**config.mk**
```make
export PLATFORM = sky130hd
export DESIGN_NAME = led_frame_buffer
export DESIGN_NICKNAME = d
export VERILOG_FILES = /design/src/rtl/led_frame_buffer.sv
export SDC_FILE = /design/constraint.sdc
export NUM_CORES = 1
export LEC_CHECK = 0
export ABC_AREA = 1
export BUFFER_PORTS_ARGS = -buffer_cell sky130_fd_sc_hd__buf_2
export CAP_MARGIN = 15
export CORE_MARGIN = 2
export CORE_UTILIZATION = 50
export CTS_CLUSTER_DIAMETER = 200
export DETAILED_ROUTE_END_ITERATION = 10
export PLACE_DENSITY = 0.81
export SLEW_MARGIN = 20
export SYNTH_ARGS = -nofsm -noshare
export SYNTH_HDL_FRONTEND = slang
export SYNTH_SLANG_ARGS = --single-unit
```
**constraint.sdc**
```tcl
create_clock -name clk -period 4.6 [get_ports clk]
set_input_delay 0.92 -clock clk [delete_from_list [all_inputs] [get_ports clk]]
set_output_delay 0.92 -clock clk [all_outputs]
set_load 0.01 [all_outputs]
```
**src/rtl/led_frame_buffer.sv**
```systemverilog
// led_frame_buffer: double-buffered 8-row pixel store for an LED matrix scanner.
// A producer fills the back bank over a valid/ready port and commits it with
// wr_last; the banks swap only on the scanner's frame_start pulse.
// Optional feature macro: LED_FB_COPY_EN -- at each swap the new back bank is
// preloaded with the new front bank so the producer may send only changed rows.
module led_frame_buffer #(
   parameter int unsigned COLS = 8
) (
   input  logic            clk,
   input  logic            rst,
   input  logic            wr_valid,
   output logic            wr_ready,
   input  logic [2:0]      wr_row,
   input  logic [COLS-1:0] wr_data,
   input  logic            wr_last,
   input  logic [2:0]      rd_row,
   output logic [COLS-1:0] rd_data,
   input  logic            frame_start,
   output logic            swap_pending,
   output logic [7:0]      frame_count
);

   typedef enum logic {
      ST_FILL = 1'b0,
      ST_WAIT = 1'b1
   } state_t;

   state_t          state_q, state_d;
   logic            bank_sel_q, bank_sel_d;
   logic [7:0]      frame_count_q, frame_count_d;
   logic [COLS-1:0] rd_data_q, rd_data_d;
   logic [COLS-1:0] bank0_q [8];
   logic [COLS-1:0] bank1_q [8];
   logic            accept;
   logic            swap;

   assign wr_ready     = (state_q == ST_FILL);
   assign swap_pending = (state_q == ST_WAIT);
   assign frame_count  = frame_count_q;
   assign rd_data      = rd_data_q;

   // Next-state logic: accept beats while filling, swap on frame_start while waiting.
   always_comb begin
      state_d       = state_q;
      accept        = 1'b0;
      swap          = 1'b0;
      case (state_q)
         ST_FILL: begin
            if (wr_valid) begin
               accept = 1'b1;
               if (wr_last) state_d = ST_WAIT;
            end
         end
         ST_WAIT: begin
            if (frame_start) begin
               swap    = 1'b1;
               state_d = ST_FILL;
            end
         end
         default: state_d = ST_FILL;
      endcase
      bank_sel_d    = bank_sel_q ^ swap;
      frame_count_d = swap ? frame_count_q + 8'd1 : frame_count_q;
   end

   // Read mux uses the post-swap bank select so the new frame shows right after the swap edge.
   always_comb begin
      rd_data_d = bank_sel_d ? bank1_q[rd_row] : bank0_q[rd_row];
   end

   // Control and read-data registers.
   always_ff @(posedge clk or posedge rst) begin
      if (rst) begin
         state_q       <= ST_FILL;
         bank_sel_q    <= 1'b0;
         frame_count_q <= '0;
         rd_data_q     <= '0;
      end else begin
         state_q       <= state_d;
         bank_sel_q    <= bank_sel_d;
         frame_count_q <= frame_count_d;
         rd_data_q     <= rd_data_d;
      end
   end

   // Bank storage: producer writes land in the back bank (bank1 when bank_sel is 0).
   always_ff @(posedge clk or posedge rst) begin
      if (rst) begin
         for (int unsigned r = 0; r < 8; r++) begin
            bank0_q[r] <= '0;
            bank1_q[r] <= '0;
         end
      end else begin
         if (accept) begin
            if (bank_sel_q) bank0_q[wr_row] <= wr_data;
            else            bank1_q[wr_row] <= wr_data;
         end
`ifdef LED_FB_COPY_EN
         // Accept and swap are mutually exclusive (FILL vs WAIT), so no write collides with the copy.
         if (swap) begin
            if (bank_sel_q) bank1_q <= bank0_q;
            else            bank0_q <= bank1_q;
         end
`endif
      end
   end

endmodule

```
==> results of run 1 <==
-- how the worst min path moves through the flow --
stage | endpoint
finish | bank0_q[9]$_DFFE_PP0P_
global route | bank1_q[31]$_DFFE_PP0P_
CTS | bank0_q[9]$_DFFE_PP0P_
detailed placement | bank0_q[8]$_DFFE_PP0P_
global placement | bank1_q[46]$_DFFE_PP0P_
floorplan | bank1_q[48]$_DFFE_PP0P_
-- routing by layer --
layer  vias up  share of wire  track usage
met5         -              0            0
li1       2813              -            -
met2       320           0.47        0.402
met4         0          0.024       0.0891
met3        38          0.095       0.0721
met1      2857           0.42        0.358
-- registers in the layout, indices dropped and copies added (netlist names) --
| signal | flops |
|---|---|
| rd_data | 8 |
| bank_sel_q | 1 |
| frame_count | 8 |
| bank0_q | 64 |
| bank1_q | 64 |
| swap_pending | 1 |
-- where the power goes --
| part | internal (mW) | leakage [nW] | switching (mW) |
|---|---|---|---|
| Clock | 1.06 | 0.330 | 0.536 |
| Combinational | 0.519 | 1.81 | 0.868 |
| Sequential | 1.93 | 1.84 | 0.350 |
-- cell usage in the layout (no fill, tap or decap), types with 2 or more instances in the layout --
cell,instances
nand2_1,308
nor3_2,2
nor2_2,3
nand2_2,4
buf_2,36
clkbuf_1,2
dfrtp_1,146
o21ai_2,8
o21ai_1,9
nand4_2,3
nor2_1,14
clkbuf_8,3
inv_1,118
inv_2,4
clkinvlp_4,2
nor3_1,5
bufinv_16,6
o21ai_0,111
clkbuf_16,17
xor2_1,3
nand3_1,101
clkinv_2,3
-- critical path: cells and delay by family --
| family | cells | cell delay, ns |
|---|---|---|
| buffers and inverters | 2 | 1.49 |
| and+or+nand+nor | 4 | 0.58 |
-- per-stage QoR --
step                      hold slack (ns)   util  setup WS (ns)
after detailed placement            0.468  0.523           1.57
final                               0.483  0.572           1.90
after CTS                           0.483  0.572           2.01
after global routing                0.503  0.572           1.75
after floorplan                     0.453      -           1.85
after global placement              0.465  0.523           1.65
-- cell families after synthesis --
| kind of cell | count (synthesis) |
|---|---|
| XOR/XNOR | 5 |
| flip-flops | 146 |
| AND/OR/NAND/NOR | 444 |
| buffers and inverters | 174 |
| adder cells (fa/ha/maj) | 1 |
| AO/OA/AOI/OAI | 129 |
-- area by class of cell --
class	count	area (µm²)
antenna	1	2.50
clock buffer	22	474
clock inverter	10	203
fill	1200	5870
inverter	124	469
multi-input combinational	579	2620
sequential	146	3650
tap	180	225
timing repair buffer	38	208
==> run metrics, run 1 <==
status=finished clean; pin count of the biggest net entering global routing=around 150; antenna violations before repair=1; Layout Nets=roughly 900; startpoint class of the critical path=input port; Synth top area share=0.525; number of global-route vias before repair=5645; clock sink total=146; Max Cap Viol=0; Routed Antenna Nets=0; crit path capture type=flip-flop; clk_skew=just over 0.007 ns; initial drt markers=~900; GR Util All Layers=0.261; largest family of logic cells by synthesized area=simple AND/OR/NAND/NOR gates; Most common cell on crit path=nand3_1; Final Hold Vio Count=0; Leakage=approximately 4.0 nW; crit path cell chain=buf_2 > clkinv_1 > nand3_1 > nand3_1 > nand3_1 > nand2_1; WL final=approximately 19 mm; Tmin final=about 2.7 ns; Worst EP arrival=about 3 ns; post-synthesis sequential area ratio=0.525; Post-synth ARST share=1.00; Max-slew headroom=0.268; CTS tree=done; Via density=5.48; cells after synthesis=899; final setup violation count=0; WP data required=4.92 ns; TNS Setup=0 ns; Die ar.=14900 µm²; Congestion Overflow GR=0; Min-Delay Startpoint=bank0_q[9]$_DFFE_PP0P_; Clk Latency, worst-skew pair=0.43 ns; Pre-antenna DRT Iters=5; CP Capture Point=rd_data[1]$_DFF_PP0_; die width=122 µm; Synth-to-Final Area Change=12.7%; H-tree Lvls=4; Die Span Y=122 µm; # DRC=0; Final Instance Count excl. Fillers=1100; crit path launch=rd_row[1]; mux contribution to synthesized area=0; via count=6028; Unique masters post-synth=29; reg2reg end=bank0_q[13]$_DFFE_PP0P_; YS warnings=0; r2r startpoint=bank_sel_q$_DFF_PP0_; Synth area leaders=dfrtp_1 52%, nand2_1 17%, o21ai_0 8.0%, nand3_1 7.3%, inv_1 6.4%; dominant synthesized flop cell=dfrtp_1; top cells by count, synth=308 x nand2_1, 146 x dfrtp_1, 119 x inv_1, 111 x o21ai_0, 101 x nand3_1; max incr delay on CP=0.85 ns; num rows=43; reg-to-reg slack, setup=2.87 ns; Initial Utilization=0.508; area share of and/or/nand/nor cells after synthesis=0.269; max-slew violation total from the final report=0; Worst Tran Pin Value=1.10 ns; GP Congestion=0.974; CTS resizes=0; Core Area=between 10000 and 15000 µm²; Inst Count DP=1067; share of layout cells above drive strength 1=0.104; Hold Path Stages=2; post-synthesis cell area=6970 µm²; syn_nets=between 900 and 1k; Longest Clk Path Bufs=2; HP Class=flip-flop to flip-flop; slowest CP cell=clkinv_1; Max FO, Critical Path=38; Hold-fix buffers, CTS=0; crit share post-route=0.587; max frequency=between 300 and 400 MHz; Post-synth EDFFs=0; Synth area leader=dfrtp_1; count leader, synth=nand2_1; Syn Area/Cell=7.75 µm²; final HPWL from detailed placement=11.3 mm; Clock transition at path regs=0.06 ns; post-route cell area=between 7000 and 8000 µm²; Max IR drop VDD=between 0.3 and 0.4 mV; Post-CTS Setup Repair Bufs=0; RSZ-0062 raised after global routing=no; total power per unit cell area=669 nW/µm²; first-pass GRT wire length=29.4 mm; clock root buffer=clkbuf_16; number of CTS-inserted buffers=17; DP Area=7170 µm²; Boundary Pins=37; DR WL/cell=16.8 µm; # port buffers=36; Synth Area in Compound Gates=0.0970; Pwr Total=5.26 mW; Worst R2R Path Depth=5; XOR/XNOR Fraction of Synth Area=0.00736; synthesized-area fraction occupied by adder cells=0.00180; Seq cells post-synth=between 100 and 150; crit path kind=input port to flip-flop
(Power assumes the default switching activity.)
==> run 2, diff against run 1 <==
--- a/config.mk
+++ b/config.mk
@@ -5,14 +5,14 @@
 export SDC_FILE = /design/constraint.sdc
 export NUM_CORES = 1
 export LEC_CHECK = 0
-export ABC_AREA = 1
+export ABC_AREA = 0
 export BUFFER_PORTS_ARGS = -buffer_cell sky130_fd_sc_hd__buf_2
 export CAP_MARGIN = 15
 export CORE_MARGIN = 2
 export CORE_UTILIZATION = 50
 export CTS_CLUSTER_DIAMETER = 200
 export DETAILED_ROUTE_END_ITERATION = 10
-export PLACE_DENSITY = 0.81
+export PLACE_DENSITY = 0.78
 export SLEW_MARGIN = 20
 export SYNTH_ARGS = -nofsm -noshare
 export SYNTH_HDL_FRONTEND = slang
==> constraint.sdc (replaced) <==
create_clock -name clk -period 2.8 [get_ports clk]
set_input_delay 0.56 -clock clk [delete_from_list [all_inputs] [get_ports clk]]
set_output_delay 0.56 -clock clk [all_outputs]
set_load 0.01 [all_outputs]
==> run 2 against run 1 <==
  * Setup slack got worse by 1.1 ns
  * Critical path depth fell by 2
  * Via count shrank 36%
  * Cell count decreased by 41%
  * Worst hold slack got worse by 0.10 ns
  * Final area fell by 3.2%
  * Clock power up 38%
  * Sequential share of layout area up 1.5 points
  * Global-route usage fell by 4.9 points
  * Power increased by 44%
  * First-iteration DRC count fell by 64%
  * Largest cell class unchanged
  * Largest power group unchanged
  * Highest routed layer unchanged
==> run metrics, run 2 <==
first-pass GRT wire length=22.7 mm (-23%); Max-slew headroom=0.463 (+0.195); Syn Area/Cell=15.5 µm² (+100%); Longest Clk Path Bufs=2 (unchanged); via count=3832 (-36%); DR WL/cell=21.2 µm (+26%); CP Capture Point=bank0_q[48]$_DFFE_PP0P_; Worst EP arrival=2.31 ns (-0.70 ns); Layout fillers=1032 (-14%); Synth-to-Final Area Change=13.8%; crit path kind=flip-flop to flip-flop; HP Class=input port to asynchronous set/reset pin; most frequent cells in the layout=146 x dfrtp_1, 99 x mux2_2, 36 x buf_2, 32 x mux4_2, 26 x nand4_1; number of global-route vias before repair=4111 (-27%); RSZ-0062 raised after global routing=no; GR Util All Layers=0.212 (-0.0488); # port buffers=36 (unchanged); count leader, synth=dfrtp_1; H-tree Lvls=4 (unchanged); reg2reg end=bank0_q[48]$_DFFE_PP0P_; Core Area=13100 µm² (-4.2%); WP data required=3.10 ns (-1.82 ns); clock sink total=146 (unchanged); Boundary Pins=37 (unchanged); initial drt markers=320 (-64%); Hold-fix buffers, CTS=0 (unchanged); area of the multi-input gates=2870 µm² (+9.5%); Seq cells post-synth=146 (unchanged); Post-synth ARST share=1.00 (unchanged); Largest regs=bank0_q x64, bank1_q x64; Synth top area share=0.547 (+0.0225); crit path capture type=flip-flop; share of layout cells above drive strength 1=0.487 (+0.383); final hold slack=0.381 ns (-0.103 ns); dominant synthesized flop cell=dfrtp_1; Post-CTS Setup Repair Bufs=0 (unchanged); r2r startpoint=swap_pending$_DFF_PP0_; Unique masters post-synth=35 (+21%); YS warnings=0 (unchanged); Via density=5.90 (+7.6%); Routed Antenna Nets=0 (unchanged); total power per unit cell area=996 nW/µm² (+49%); clk_skew=0.00682 ns (-0.000315 ns); final HPWL from detailed placement=8.89 mm (-22%); TNS Setup=0 ns (unchanged); final setup violation count=0 (unchanged); post-synthesis sequential area ratio=0.547 (+0.0225); Post-synth EDFFs=0 (unchanged); Pre-antenna DRT Iters=4 (-1); pin count of the biggest net entering global routing=147 (unchanged); top cells by count, synth=146 x dfrtp_1, 99 x mux2_2, 32 x mux4_2, 26 x nand4_1, 17 x clkbuf_1; GP Congestion=0.784 (-19%); Synth area leader=dfrtp_1; Worst Tran Pin Value=0.805 ns (-0.292 ns); Initial Utilization=0.508 (+0.000675); startpoint class of the critical path=flip-flop; max-slew violation total from the final report=0 (unchanged); Layout Nets=481 (-48%); CTS resizes=0 (unchanged); number of CTS-inserted buffers=17 (unchanged); reg-to-reg slack, setup=0.79 ns (-2.08 ns); crit path launch=swap_pending$_DFF_PP0_; CTS tree=done; max frequency=approximately 500 MHz; clock root buffer=clkbuf_16; # DRC=0 (unchanged); WL final=13.8 mm (-25%); cells after synthesis=432 (-52%); Worst R2R Path Depth=4 (-1); Synth area leaders=dfrtp_1 55%, mux2_2 17%, mux4_2 11%, mux2_4 3.6%, nand4_1 2.4%; Max FO, Critical Path=13 (-66%); Clk Latency, worst-skew pair=0.42 ns (about the same); Final Hold Vio Count=0 (unchanged); status=finished clean; Die Span Y=120 µm (-2.0%); num rows=42 (-2.3%); commonest non-fill, non-tap cell in the layout=dfrtp_1; Leakage=3.41 nW (-14%); crit share post-route=0.717; Tmin final=2.01 ns; Max IR drop VDD=0.492 mV (+57%); antenna violations before repair=0 (-1); post-synthesis cell area=6680 µm² (-4.1%); syn_nets=452 (-51%); ant diodes=0 (-1); Clock transition at path regs=0.06 ns (about the same); Max Cap Viol=0 (unchanged); Die ar.=14300 µm² (-4.0%); die width=120 µm (-2.0%); Sequential cell area=3650 µm² (unchanged); Congestion Overflow GR=0 (unchanged)
==> run 2: critical path: stages (launching register included) <==
cell     delay [ns]
dfrtp_1        0.51
nor4b_2        0.27
buf_4          0.18
and3_1         0.52
mux2_2         0.40
==> run 2: through the flow <==
stage                     setup slack, ns  utilization  instance area (µm²)  total power [mW]  std cells
final                               0.791        0.579                 7600              7.58        650
after global routing                0.704        0.579                 7600              7.98        650
after CTS                           0.802        0.578                 7600              7.64        650
after detailed placement            0.616        0.534                 7010              5.43        618
after global placement              0.720        0.534                 7010              5.25        618
after floorplan                     0.407            -                 6680              4.88        432
==> run 2: cell type report <==
cell class	count	share of cell area
Multi-Input combinational cell	251	0.377
Timing Repair Buffer	42	0.0346
Inverter	3	0.00197
Sequential cell	146	0.480
Clock inverter	8	0.00987
Clock buffer	24	0.0673
Tap cell	176	0.0290
==> run 2: logic make-up (layout without fill, tap and decap cells) <==
| kind of cell | count (synthesis) | in the layout | synth area share |
|---|---|---|---|
| flops | 146 | 146 | 0.547 |
| fa+ha+maj | 1 | 1 | 0.00187 |
| xor+xnor | 7 | 7 | 0.00918 |
| simple gates | 63 | 63 | 0.0616 |
| buf+inv | 35 | 77 | 0.0245 |
| mux | 161 | 161 | 0.334 |
| compound gates | 19 | 19 | 0.0214 |
==> run 2: power by group <==
part | internal (mW) | switching, mW
Sequential | 3.03 | 0.490
Combinational | 1.17 | 0.702
Clock | 1.36 | 0.827
==> run 2: layer usage <==
| layer | vias up | global-route usage | part of all wire |
|---|---|---|---|
| li1 | 1689 | - | - |
| met1 | 2035 | 0.286 | 0.44 |
| met2 | 100 | 0.344 | 0.51 |
| met3 | 8 | 0.0561 | 0.042 |
| met4 | 0 | 0.0603 | 0.0088 |
| met5 | - | 0 | 0 |
==> run 2: how the worst min path moves through the flow <==
stage                                            end  slack (ns)  depth (start not counted)                       start
after CTS                     swap_pending$_DFF_PP0_        0.37                          3                     wr_last
after floorplan              bank0_q[13]$_DFFE_PP0P_        0.45                          1     bank0_q[13]$_DFFE_PP0P_
after global placement    frame_count[7]$_DFFE_PP0P_        0.46                          1  frame_count[7]$_DFFE_PP0P_
after global routing          swap_pending$_DFF_PP0_        0.42                          3                     wr_last
after detailed placement     bank0_q[32]$_DFFE_PP0P_        0.47                          1     bank0_q[32]$_DFFE_PP0P_
final                        bank1_q[40]$_DFFE_PP0P_        0.38                          3                         rst
==> run 3, diff against run 2 <==
--- a/config.mk
+++ b/config.mk
@@ -12,7 +12,7 @@
 export CORE_UTILIZATION = 50
 export CTS_CLUSTER_DIAMETER = 200
 export DETAILED_ROUTE_END_ITERATION = 10
-export PLACE_DENSITY = 0.78
+export PLACE_DENSITY = 0.81
 export SLEW_MARGIN = 20
 export SYNTH_ARGS = -nofsm -noshare
 export SYNTH_HDL_FRONTEND = slang
==> constraint.sdc (replaced) <==
create_clock -name clk -period 1.7 [get_ports clk]
set_input_delay 0.34 -clock clk [delete_from_list [all_inputs] [get_ports clk]]
set_output_delay 0.34 -clock clk [all_outputs]
set_load 0.01 [all_outputs]
==> run 3 against run 2 <==
  * Global-route usage rose by 0.84 points
  * Non-clock buffer count increased by 24
  * Combinational power up 72%
  * Worst hold slack got worse by 0.19 ns
  * Sequential power rose by 65%
  * First-iteration DRC count fell by 7.2%
  * Clock-buffer cell count did not move
  * Routed wire length increased by 5.7%
  * Utilization is 2.5 points higher
  * Register-to-register slack lost 0.77 ns
  * Critical path type unchanged
  * Largest power group unchanged
==> run metrics, run 3 (synthesis gave the netlist of run 2 again) <==
status=finished clean; reg2reg end=bank0_q[35]$_DFFE_PP0P_; die width=120 µm (unchanged); Worst R2R Path Depth=4 (unchanged); Longest Clk Path Bufs=2 (unchanged); Core Area=13100 µm² (unchanged); Initial Utilization=0.508 (unchanged); via count=4006 (+4.5%); number of CTS-inserted buffers=17 (unchanged); post-route core utilization=0.604 (+0.0250); Pwr Total=12.6 mW (+66%); crit share post-route=0.989 (+0.272); H-tree Lvls=4 (unchanged); Layout Nets=505 (+5.0%); Worst EP arrival=1.97 ns (-0.34 ns); final HPWL from detailed placement=9.52 mm (+7.1%); Pre-antenna DRT Iters=4 (unchanged); WP data required=1.99 ns (-1.11 ns); Min-Delay Startpoint=wr_last; GP Congestion=0.844 (+7.6%); initial drt markers=297 (-7.2%); Max IR drop VDD=0.746 mV (+52%); max-slew violation total from the final report=0 (unchanged); Final Hold Vio Count=0 (unchanged); Clk Latency, worst-skew pair=0.42 ns (about the same); Max Cap Viol=0 (unchanged); Max FO, Critical Path=8 (-5); most frequent cells in the layout=145 x dfrtp_1, 99 x mux2_2, 36 x buf_2, 32 x mux4_2, 26 x nand4_1; Final Instance Count excl. Fillers=672 (+3.4%); TNS Setup=0 ns (unchanged); Hold Path Stages=3; ant diodes=0 (unchanged); pin count of the biggest net entering global routing=55 (-63%); clk_skew=0.00976 ns (+0.00295 ns); CTS tree=done; WL final=14.6 mm (+5.7%); Worst Tran Pin Value=0.667 ns (-0.138 ns); Largest regs=bank0_q x64, bank1_q x64; crit path kind=flip-flop to flip-flop; max frequency=595 MHz (+19%); antenna violations before repair=0 (unchanged); clock root buffer=clkbuf_16; Die ar.=14300 µm² (unchanged); Leakage=3.57 nW (+4.8%); Routed Antenna Nets=0 (unchanged); number of global-route vias before repair=4337 (+5.5%); startpoint class of the critical path=flip-flop; Max-slew headroom=0.553 (+0.0899); r2r startpoint=swap_pending$_DFF_PP0_; Boundary Pins=37 (unchanged); # DRC=0 (unchanged); HP Class=input port to flip-flop; DR WL/cell=21.7 µm (+2.2%); commonest non-fill, non-tap cell in the layout=dfrtp_1; Die Span Y=120 µm (unchanged); RSZ-0062 raised after global routing=no; share of layout cells above drive strength 1=0.506 (+0.0187); final setup violation count=0 (unchanged); clock sink total=146 (unchanged); Clock transition at path regs=0.05 ns (about the same); num rows=42 (unchanged); # port buffers=36 (unchanged); Synth-to-Final Area Change=18.8%; Endpoint, Worst Hold=swap_pending$_DFF_PP0_; Congestion Overflow GR=0 (unchanged); total power per unit cell area=1590 nW/µm² (+59%); Via density=5.96 (+1.1%); reg-to-reg slack, setup=0.02 ns (-0.77 ns); crit path capture type=flip-flop; first-pass GRT wire length=23.6 mm (+4.0%); Inst Count DP=639 (+3.4%); GR Util All Layers=0.221 (+0.00836); Tmin final=1.68 ns (-0.327 ns)
[run 3: cell types whose count changed in the layout (fill, tap and decap cells not counted), sizes merged]
cell         delta
dlygate4sd3     +1
clkinvlp        -1
clkinv          -2
bufinv          +1
buf            +23
[run 3: routing by layer]
layer / part of all wire / GRT usage
met5: 0 / 0
met4: 0.024 / 0.0985
met3: 0.062 / 0.0542
met2: 0.51 / 0.371
met1: 0.40 / 0.271
[run 3: area by class of cell]
type	instances	area, µm²
Inverter	3	15.0
Tap cell	176	220
Fill cell	959	5210
Sequential cell	146	3650
Clock inverter	6	80.1
Clock buffer	24	482
Timing Repair Buffer	66	612
Multi-Input combinational cell	251	2870
[run 3: worst max path at each step]
stage / startpoint / end / slack, ns / depth (start not counted)
2_1_floorplan: rst / bank0_q[0]$_DFFE_PP0P_ / -0.47 / 1
3_3_place_gp: frame_start / rd_data[2]$_DFF_PP0_ / 0.04 / 4
3_5_place_dp: swap_pending$_DFF_PP0_ / rd_data[6]$_DFF_PP0_ / -0.06 / 3
4_1_cts: swap_pending$_DFF_PP0_ / bank0_q[35]$_DFFE_PP0P_ / 0.00005 / 4
5_1_grt: swap_pending$_DFF_PP0_ / bank0_q[33]$_DFFE_PP0P_ / 0.007 / 4
6_report: swap_pending$_DFF_PP0_ / bank0_q[35]$_DFFE_PP0P_ / 0.02 / 4
[run 3: what timing repair did]
| action | CTS | global route |
|---|---|---|
| setup endpoints to repair | 15 | 41 |
| gates cloned | 0 | 0 |
| hold buffers | 1 | 0 |
| buffers inserted | 1 | 1 |
| gates resized for setup | 1 | 3 |
| hold endpoints to repair | 4 | 0 |
| pin swaps | 1 | 0 |
[run 3: power by group]
part / total (mW) / switching [mW] / internal, mW
combinational: 3.21 / 1.21 / 2.01
clock: 3.56 / 1.31 / 2.25
sequential: 5.82 / 0.822 / 5.00
[run 3: worst max-delay path, cell delays in order, from the launching register on]
cell,delay [ns]
dfrtp_2,0.46
and4bb_1,0.40
and3_1,0.24
buf_12,0.14
mux2_1,0.32
[run 3: per-stage QoR]
stage | area [µm²] | setup slack, ns | hold slack, ns
finish | 7930 | 0.0182 | 0.194
global route | 7930 | 0.00712 | 0.192
CTS | 7920 | 0.0000504 | 0.179
detailed placement | 7330 | -0.0595 | 0.288
global placement | 7330 | 0.0372 | 0.282
floorplan | 6680 | -0.473 | 0.452
